[config.mk]
export PLATFORM = sky130hd
export DESIGN_NAME = clk_div_bank
export DESIGN_NICKNAME = d
export VERILOG_FILES = /design/src/rtl/clk_div_pkg.sv /design/src/rtl/clk_div_ch.sv /design/src/rtl/clk_div_bank.sv
export SDC_FILE = /design/constraint.sdc
export NUM_CORES = 1
export LEC_CHECK = 0
export CAP_MARGIN = 0
export CORE_ASPECT_RATIO = 0.75
export CORE_MARGIN = 2
export CORE_UTILIZATION = 48
export DETAILED_ROUTE_END_ITERATION = 6
export GPL_TIMING_DRIVEN = 0
export PLACE_DENSITY = 0.67
export SYNTH_ARGS = -nofsm -noshare
export SYNTH_HDL_FRONTEND = slang
export SYNTH_SLANG_ARGS = --single-unit
[constraint.sdc]
create_clock -name clk_i -period 4.3 [get_ports clk_i]
set_clock_uncertainty 0.1 [all_clocks]
set_input_delay 0.86 -clock clk_i [delete_from_list [all_inputs] [get_ports clk_i]]
set_output_delay 0.86 -clock clk_i [all_outputs]
set_load 0.03 [all_outputs]
[src/rtl/clk_div_pkg.sv]
// -----------------------------------------------------------------------------
// clk_div_pkg
// Shared constants and helpers for the clock divider bank.
//   CNT_W_DEF     : default counter / half-period register width
//   DEF_HALF_DEF  : default reset half-period (25 MHz -> 1 kHz)
//   half_from_hz  : constant function giving the half-period for a target rate
//   sel_width     : channel-select width, never less than one bit
// Optional feature macro used by the bank: CLK_DIV_SYNC_EN.
// -----------------------------------------------------------------------------
package clk_div_pkg;

  localparam int unsigned CNT_W_DEF    = 27;
  localparam int unsigned DEF_HALF_DEF = 12500;

  // Half-period in system clocks for a wanted output frequency.
  function automatic longint unsigned half_from_hz(input longint unsigned clk_hz,
                                                   input longint unsigned out_hz);
    return clk_hz / (64'd2 * out_hz);
  endfunction

  // A single-channel bank still gets a one-bit select port.
  function automatic int unsigned sel_width(input int unsigned n);
    return (n > 1) ? int'($clog2(n)) : 1;
  endfunction

endpackage

[src/rtl/clk_div_ch.sv]
// -----------------------------------------------------------------------------
// clk_div_ch
// One programmable divider channel: counter, active and shadow half-period
// registers, pending flag, tick strobe and 50 % square-wave output.
// Ports:
//   clk_i, rst_n   : system clock, async active-low reset
//   en_i           : run enable
//   sync_i         : realign request (tied low when the bank is built without
//                    CLK_DIV_SYNC_EN)
//   we_i, data_i   : decoded half-period write for this channel
//   tick_o         : one-cycle strobe at the end of each half-period
//   clk_o          : divided clock, period 2*max(H,1)
// -----------------------------------------------------------------------------
module clk_div_ch
  import clk_div_pkg::*;
#(
  parameter int unsigned CNT_W    = CNT_W_DEF,
  parameter int unsigned DEF_HALF = DEF_HALF_DEF
) (
  input  logic             clk_i,
  input  logic             rst_n,
  input  logic             en_i,
  input  logic             sync_i,
  input  logic             we_i,
  input  logic [CNT_W-1:0] data_i,
  output logic             tick_o,
  output logic             clk_o
);

  localparam logic [CNT_W-1:0] DEF_HALF_C = CNT_W'(DEF_HALF);

  logic [CNT_W-1:0] cnt_q, cnt_d;
  logic [CNT_W-1:0] active_q, active_d;
  logic [CNT_W-1:0] shadow_q, shadow_d;
  logic             pending_q, pending_d;
  logic             tick_q, tick_d;
  logic             clk_q, clk_d;
  logic [CNT_W-1:0] heff_m1;
  logic             terminal;
  logic             boundary;

  // Next-state logic. H=0 is treated as H=1 by clamping the terminal value at
  // zero, so the counter never has to wrap. The active half-period only
  // changes at a boundary (terminal cycle, disabled, or sync), and a write in
  // that same cycle takes effect immediately so it governs the next half.
  always_comb begin
    heff_m1   = (active_q == '0) ? '0 : active_q - CNT_W'(1);
    terminal  = en_i && (cnt_q == heff_m1);
    boundary  = terminal || !en_i || sync_i;

    cnt_d     = cnt_q;
    active_d  = active_q;
    shadow_d  = shadow_q;
    pending_d = pending_q;
    tick_d    = 1'b0;
    clk_d     = clk_q;

    if (we_i) begin
      shadow_d  = data_i;
      pending_d = 1'b1;
    end

    if (boundary) begin
      if (we_i) begin
        active_d  = data_i;
        pending_d = 1'b0;
      end else if (pending_q) begin
        active_d  = shadow_q;
        pending_d = 1'b0;
      end
    end

    if (sync_i) begin
      cnt_d = '0;
      clk_d = 1'b0;
    end else if (!en_i) begin
      cnt_d = '0;
    end else if (terminal) begin
      cnt_d  = '0;
      tick_d = 1'b1;
      clk_d  = ~clk_q;
    end else begin
      cnt_d = cnt_q + CNT_W'(1);
    end
  end

  // Channel state registers.
  always_ff @(posedge clk_i or negedge rst_n) begin
    if (!rst_n) begin
      cnt_q     <= '0;
      active_q  <= DEF_HALF_C;
      shadow_q  <= DEF_HALF_C;
      pending_q <= 1'b0;
      tick_q    <= 1'b0;
      clk_q     <= 1'b0;
    end else begin
      cnt_q     <= cnt_d;
      active_q  <= active_d;
      shadow_q  <= shadow_d;
      pending_q <= pending_d;
      tick_q    <= tick_d;
      clk_q     <= clk_d;
    end
  end

  assign tick_o = tick_q;
  assign clk_o  = clk_q;

endmodule

[src/rtl/clk_div_bank.sv]
// -----------------------------------------------------------------------------
// clk_div_bank
// Bank of NUM_CH independent programmable clock dividers sharing one system
// clock. Each channel produces a one-cycle tick per half-period and a 50 %
// square wave; half-periods are rewritten at runtime through a small write
// port and retimed at period boundaries.
// Ports:
//   clk_i, rst_n         : system clock, async active-low reset
//   en_i[NUM_CH]         : per-channel run enable
//   div_we_i             : half-period write strobe
//   div_sel_i            : target channel (out-of-range writes are dropped)
//   div_data_i[CNT_W]    : new half-period value
//   tick_o[NUM_CH]       : tick strobes
//   clk_o[NUM_CH]        : divided clocks
//   sync_i               : realign all channels (only with CLK_DIV_SYNC_EN)
// Optional feature macro: CLK_DIV_SYNC_EN.
// -----------------------------------------------------------------------------
module clk_div_bank
  import clk_div_pkg::*;
#(
  parameter int unsigned NUM_CH   = 4,
  parameter int unsigned CNT_W    = CNT_W_DEF,
  parameter int unsigned DEF_HALF = DEF_HALF_DEF,
  localparam int unsigned SEL_W   = sel_width(NUM_CH)
) (
  input  logic              clk_i,
  input  logic              rst_n,
  input  logic [NUM_CH-1:0] en_i,
  input  logic              div_we_i,
  input  logic [SEL_W-1:0]  div_sel_i,
  input  logic [CNT_W-1:0]  div_data_i,
  output logic [NUM_CH-1:0] tick_o,
  output logic [NUM_CH-1:0] clk_o
`ifdef CLK_DIV_SYNC_EN
  ,
  input  logic              sync_i
`endif
);

  logic sync_w;

`ifdef CLK_DIV_SYNC_EN
  assign sync_w = sync_i;
`else
  assign sync_w = 1'b0;
`endif

  genvar i;
  generate
    for (i = 0; i < NUM_CH; i++) begin : g_ch
      logic ch_we;

      // A select value beyond NUM_CH-1 matches no channel and is dropped.
      assign ch_we = div_we_i && (div_sel_i == SEL_W'(i));

      clk_div_ch #(
        .CNT_W   (CNT_W),
        .DEF_HALF(DEF_HALF)
      ) u_ch (
        .clk_i (clk_i),
        .rst_n (rst_n),
        .en_i  (en_i[i]),
        .sync_i(sync_w),
        .we_i  (ch_we),
        .data_i(div_data_i),
        .tick_o(tick_o[i]),
        .clk_o (clk_o[i])
      );
    end
  endgenerate

endmodule

==> results.py, run 1 <==
metrics = {
    "clocking": {
        "root_buffer": "clkbuf_16",
        "max-clock-path-buffers": 3,
        "cts_buffers": 36,
        "h-tree-depth": 2,
        "path_clk_slew_ns": 0.07,
        "cts_sinks": 336,
        "cts_tree": "yes",
        "insertion_delay_ns": 0.54,
        "postCtsHoldBufs": 0,
    },
    "synthesis": {
        "syn_inst": 2070,
        "synth_fa_ha_area_share_pct": 0.4968,
        "ys_seq_elements": 336,
        "syn_area_per_cell_um2": 9.733,
        "synth_edf_count": 0,
        "netlist_area_um2": 20150,
        "synth_common_cells": "dfrtp_1, nor2_1, nand2_1",
        "async_reset_ff_share_pct": 100.0,
        "ys_top_cells_by_area": "dfrtp_1, mux2_2, dfstp_2",
        "ys.flop_type": "dfrtp_1",
        "ys_seq_area_share_pct": 42.03,
        "synthMuxAreaShare_pct": 12.81,
        "synthDistinctLibCells": 96,
        "synth_xor_area_share_pct": 9.123,
        "synth.top_cell.area_share_pct": 35.77,
        "ys_warn_count": 0,
        "yosysMostFrequentCell": "dfrtp_1",
        "yosys.area.top_type": "dfrtp_1",
        "synth_compound_area_share_pct": 8.931,
        "synth_top_family_by_area": "simple AND/OR/NAND/NOR gates",
        "syn-num-nets": 2114,
        "yosys.area_share.simple_pct": 22.46,
    },
    "sta": {
        "fin_crit_ns": 4.214,
        "timing.final.crit_share_pct": 97.99,
        "tns_ns": 0,
        "finalSetupViolCount": 0,
        "worst_pin_slew_ns": 0.8357,
        "relSlewSlack_pct": 44.29,
        "holdWs_ns": 0.1561,
        "clock.fmax_mhz": 237.3,
        "hold_viol": 0,
        "drv_slew": 0,
    },
    "route": {
        "drt-total-wl_mm": 56.40,
        "drtIter0Drc": 1299,
        "first_pass_iters": 6,
        "route.detailed.drc": 0,
        "wire_per_inst_um": 20.37,
        "vias": 16719,
        "vias_per_cell": 6.038,
        "ant_nets": 0,
    },
    "critical_path": {
        "cp-startpoint": "g_ch[1].u_ch.active_q[7]",
        "crit_arrival_ns": 4.54,
        "start_kind": "flop",
        "worst-path-max-fanout": 10,
        "critPathRequiredTime_ns": 4.63,
        "path_class": "flop to flop",
        "endpoint_kind": "flop",
        "worstReg2RegStart": "g_ch[1].u_ch.active_q[7]",
    },
    "power": {
        "powerDensity_nw_per_um2": 504.8,
        "p_total_mw": 11.86,
        "vdd_ir_drop_max_uv": 358.7,
        "static-leakage-power_nw": 9.682,
    },
    "worst_hold_path": {
        "hold_path.class": "primary input to async pin",
    },
    "layout": {
        "area_delta_synth_final_pct": 16.58,
        "drive_gt1_share_pct": 19.02,
        "final.fill_count": 3572,
        "fin_util_pct": 57.18,
        "final_nets": 2226,
        "diodes": 0,
        "final_area_um2": 23490,
    },
    "place": {
        "globalplace.congestion": 0.9182,
        "dp_hpwl_mm": 40.24,
        "place_area_um2": 21370,
        "io_buffer_count": 43,
    },
    "die": {
        "dieArea_um2": 43640,
        "die_h_um": 181.4,
        "start_util_pct": 49.04,
        "io_pins": 44,
        "rows": 64,
        "core_um2": 41080,
        "die_w_um": 240.6,
    },
    "status": {
        "status": "complete, no violations",
    },
    "flow_run": {
        "cap_violations": 0,
    },
    "global_route": {
        "grt_antenna_before_repair": 4,
        "grt_pass1_vias": 15837,
        "grt_first_pass_wirelength_mm": 88.26,
        "grt_usage_pct": 25.43,
        "gr-total-overflow": 0,
        "grt_max_degree": 122,
    },
}
worst max-delay path, stage by stage, from the launching register on:
cell      delay [ns]
dfstp_2         0.37
buf_6           0.13
or4_4           0.59
or4_4           0.53
buf_6           0.16
nor2_4          0.16
xnor2_4         0.16
o221ai_2        0.12
or3_4           0.43
a221o_1         0.42
o41ai_4         0.24
buf_6           0.21
buf_6           0.15
mux2_2          0.33
timing repair:
| item | CTS | global route |
|---|---|---|
| buffers inserted | 18 | 19 |
| gates cloned | 0 | 2 |
| pin swaps | 11 | 20 |
| setup endpoints to repair | 222 | 209 |
| gates resized for setup | 58 | 80 |
report_power, final:
part | total, mW | switching (mW) | internal (mW)
clock | 3.14 | 1.32 | 1.82
combinational | 4.33 | 2.48 | 1.86
sequential | 4.38 | 0.604 | 3.78
registers in the layout (all words and copies together) (netlist names):
name / cells
g_ch.u_ch.active_q: 108
g_ch.u_ch.shadow_q: 108
g_ch.u_ch.clk_o: 4
g_ch.u_ch.cnt_q: 108
g_ch.u_ch.tick_o: 4
g_ch.u_ch.pending_q: 4
cells in the final DEF, fill, tap and decap left out, types with 65 or more instances in the layout:
| cell type | count |
|---|---|
| xor2_1 | 95 |
| clkbuf_1 | 95 |
| nand3_1 | 65 |
| mux2_2 | 113 |
| mux2i_1 | 67 |
| nor2_1 | 224 |
| nor3_1 | 75 |
| nand2_1 | 132 |
| xnor2_1 | 102 |
| dfrtp_1 | 284 |
layout make-up:
| class | instances | area [µm²] | share of cell area [%] |
|---|---|---|---|
| clock inverter | 10 | 78.83 | 0.3356 |
| clock buffer | 54 | 1092 | 4.651 |
| sequential | 336 | 8473 | 36.08 |
| tap | 561 | 701.9 | 2.988 |
| inverter | 64 | 240.2 | 1.023 |
| buffer | 121 | 600.6 | 2.557 |
| timing repair buffer | 85 | 849.6 | 3.617 |
| multi-input combinational | 1538 | 11450 | 48.75 |
through the flow:
step	cells	setup WS [ns]
after floorplan	2070	0.02687
after global placement	2674	-12.23
after detailed placement	2677	-1.115
after CTS	2758	0.002198
after global routing	2769	-0.1067
final	2769	0.08639
path summary, 6_finish.rpt:
| path | endpoint | slack (ns) | cells after the start |
|---|---|---|---|
| max in group asynchronous | g_ch[3].u_ch.shadow_q[4] | 2.75 | 3 |
| max reg2reg | g_ch[1].u_ch.active_q[5] | 0.09 | 13 |
| min reg2reg | g_ch[0].u_ch.clk_o | 0.36 | 1 |
| min | g_ch[0].u_ch.tick_o | 0.16 | 1 |
| max | g_ch[1].u_ch.active_q[5] | 0.09 | 13 |
| min in group clk_i | g_ch[0].u_ch.clk_o | 0.36 | 1 |
cells by family (layout without fill, tap and decap cells):
| group | count (synthesis) | after routing |
|---|---|---|
| flip-flops | 336 | 336 |
| multiplexers | 230 | 230 |
| adder cells (fa/ha/maj) | 8 | 8 |
| XOR/XNOR | 205 | 205 |
| buffers and inverters | 196 | 334 |
| AO/OA/AOI/OAI | 239 | 239 |
| AND/OR/NAND/NOR | 856 | 856 |
metal layers:
layer,global-route usage [%],vias up,share of wire [%]
li1,-,7710,-
met1,39.73,8341,48
met2,35.79,589,42
met3,5.412,79,8.2
met4,5.317,0,1.8
met5,0,-,0
Note: power is estimated with default switching activity, not from simulation.
==> inputs of run 2 (changes only) <==
ABC_AREA = 0   (was not set)
CORE_MARGIN = 1.5   (was 2)
==> run 2 against run 1 <==
The run now ends with DRC left. Worst hold slack improved by 0.12 ns. Combinational power about the same. Utilization is 0.17 points lower. Highest routed layer unchanged.
==> results.py, run 2 (synthesis gave the netlist of run 1 again) <==
metrics = {
    "status": {
        "status": "finished with violations",
        "violations": "DRC",
    },
    "clocking": {
        "insertion_delay_ns": 0.54,
        "cts_buffers": 36,
        "max-clock-path-buffers": 3,
        "cts_tree": "yes",
        "cts_sinks": 336,
        "h-tree-depth": 2,
        "path_clk_slew_ns": 0.06,
        "root_buffer": "clkbuf_16",
    },
    "layout": {
        "drive_gt1_share_pct": 18.75,
        "reg_top3": "g_ch.u_ch.active_q: 108 flops, g_ch.u_ch.cnt_q: 108 flops, g_ch.u_ch.shadow_q: 108 flops",
        "layout_commonest_cell": "dfrtp_1",
        "mostFrequentLayoutCells": "dfrtp_1, nor2_1, nand2_1",
        "area_delta_synth_final_pct": 16.24,
        "final.fill_count": 3550,
        "instances_no_fill": 2770,
        "final_area_um2": 23420,
        "fin_util_pct": 57.01,
        "final_nets": 2225,
    },
    "worst_hold_path": {
        "hold_path.class": "primary input to async pin",
    },
    "global_route": {
        "grt_antenna_before_repair": 3,
        "grt_pass1_vias": 15936,
        "grt_max_degree": 119,
        "gr-total-overflow": 0,
        "grt_first_pass_wirelength_mm": 88.26,
        "grt_usage_pct": 25.58,
    },
    "critical_path": {
        "r2r_slack_ns": 0.11,
        "crit_end": "g_ch[2].u_ch.active_q[20]",
        "start_kind": "flop",
        "endpoint_kind": "flop",
        "reg2reg_depth": 13,
        "critPathRequiredTime_ns": 4.62,
        "worstReg2RegEnd": "g_ch[2].u_ch.active_q[20]",
        "crit_arrival_ns": 4.52,
        "path_class": "flop to flop",
        "worst-path-max-fanout": 10,
        "cp-startpoint": "g_ch[2].u_ch.active_q[0]",
        "worstReg2RegStart": "g_ch[2].u_ch.active_q[0]",
    },
    "sta": {
        "worst_pin_slew_ns": 0.8695,
        "fin_crit_ns": 4.193,
        "hold_viol": 0,
        "clock.fmax_mhz": 238.5,
        "finalSetupViolCount": 0,
        "drv_slew": 0,
        "holdWs_ns": 0.2764,
        "relSlewSlack_pct": 42.03,
        "timing.final.crit_share_pct": 97.52,
    },
    "route": {
        "route.detailed.drc": 2,
        "vias_per_cell": 6.019,
        "drt-total-wl_mm": 55.55,
        "vias": 16673,
        "ant_nets": 0,
        "drtIter0Drc": 1485,
        "wire_per_inst_um": 20.05,
        "first_pass_iters": 7,
    },
    "die": {
        "core_um2": 41080,
        "start_util_pct": 49.04,
        "die_w_um": 239.6,
        "die_h_um": 180.4,
        "io_pins": 44,
        "rows": 64,
        "dieArea_um2": 43220,
    },
    "power": {
        "static-leakage-power_nw": 9.684,
        "p_total_mw": 11.91,
        "vdd_ir_drop_max_uv": 473.4,
        "powerDensity_nw_per_um2": 508.4,
    },
    "place": {
        "placedCellCount": 2676,
        "io_buffer_count": 43,
        "dp_hpwl_mm": 39.86,
        "place_area_um2": 21340,
        "globalplace.congestion": 0.9143,
    },
    "flow_run": {
        "cap_violations": 0,
    },
}
==> run 2: how the worst min path moves through the flow <==
stage | from | to | slack [ns] | depth (start not counted)
after floorplan | g_ch[0].u_ch.clk_o | g_ch[0].u_ch.clk_o | 0.34 | 1
after global placement | g_ch[0].u_ch.clk_o | g_ch[0].u_ch.clk_o | 0.36 | 1
after detailed placement | g_ch[2].u_ch.clk_o | g_ch[2].u_ch.clk_o | 0.36 | 1
after CTS | rst_n | g_ch[0].u_ch.cnt_q[23] | 0.31 | 1
after global routing | rst_n | g_ch[0].u_ch.cnt_q[23] | 0.35 | 1
final | rst_n | g_ch[0].u_ch.cnt_q[24] | 0.28 | 1
==> run 2: layout make-up <==
type                            instances  area (µm²)  area share (%)
Buffer                                122       584.3           2.495
Multi-Input combinational cell       1538       11400           48.68
Timing Repair Buffer                   83       808.3           3.451
Tap cell                              561       701.9           2.997
Inverter                               64       240.2           1.026
Clock inverter                         21       236.5           1.010
Antenna cell                            1       2.502         0.01069
Clock buffer                           44       972.2           4.151
Sequential cell                       336        8472           36.18
==> run 2: critical path, stage by stage, from the launching register on <==
cell      delay, ns
dfrtp_2        0.46
inv_1          0.16
ha_4           0.19
nor3b_4        0.28
nand2_2        0.13
nor4_1         0.63
a311o_1        0.27
a32oi_1        0.11
or4_1          0.53
a21o_1         0.24
o31ai_4        0.23
buf_12         0.16
clkbuf_4       0.23
mux2_1         0.34
==> run 2: what timing repair did <==
| action | in CTS | in global routing |
|---|---|---|
| buffers inserted | 16 | 22 |
| setup endpoints to repair | 218 | 215 |
| pin swaps | 10 | 19 |
| gates resized for setup | 52 | 67 |
| hold buffers | 0 | 0 |
==> run 2: power breakdown <==
part | internal [mW] | total (mW) | switching, mW
logic | 1.83 | 4.30 | 2.47
clock network | 1.87 | 3.23 | 1.36
registers | 3.78 | 4.38 | 0.599
total | 7.47 | 11.9 | 4.43
==> run 2: metrics by stage <==
step	setup WS, ns	TNS, ns
after floorplan	0.02687	0
after global placement	-12.24	-4019.84
after detailed placement	-1.134	-146.31
after CTS	-0.04777	-0.5796
after global routing	-0.09693	-1.957
final	0.1069	0
==> run 2: metal layers <==
| metal | track usage, % | wire, µm |
|---|---|---|
| met5 | 0 | 0 |
| met4 | 5.190 | 933 |
| met3 | 5.285 | 4710 |
| met2 | 36.93 | 23430 |
| met1 | 39.22 | 26480 |
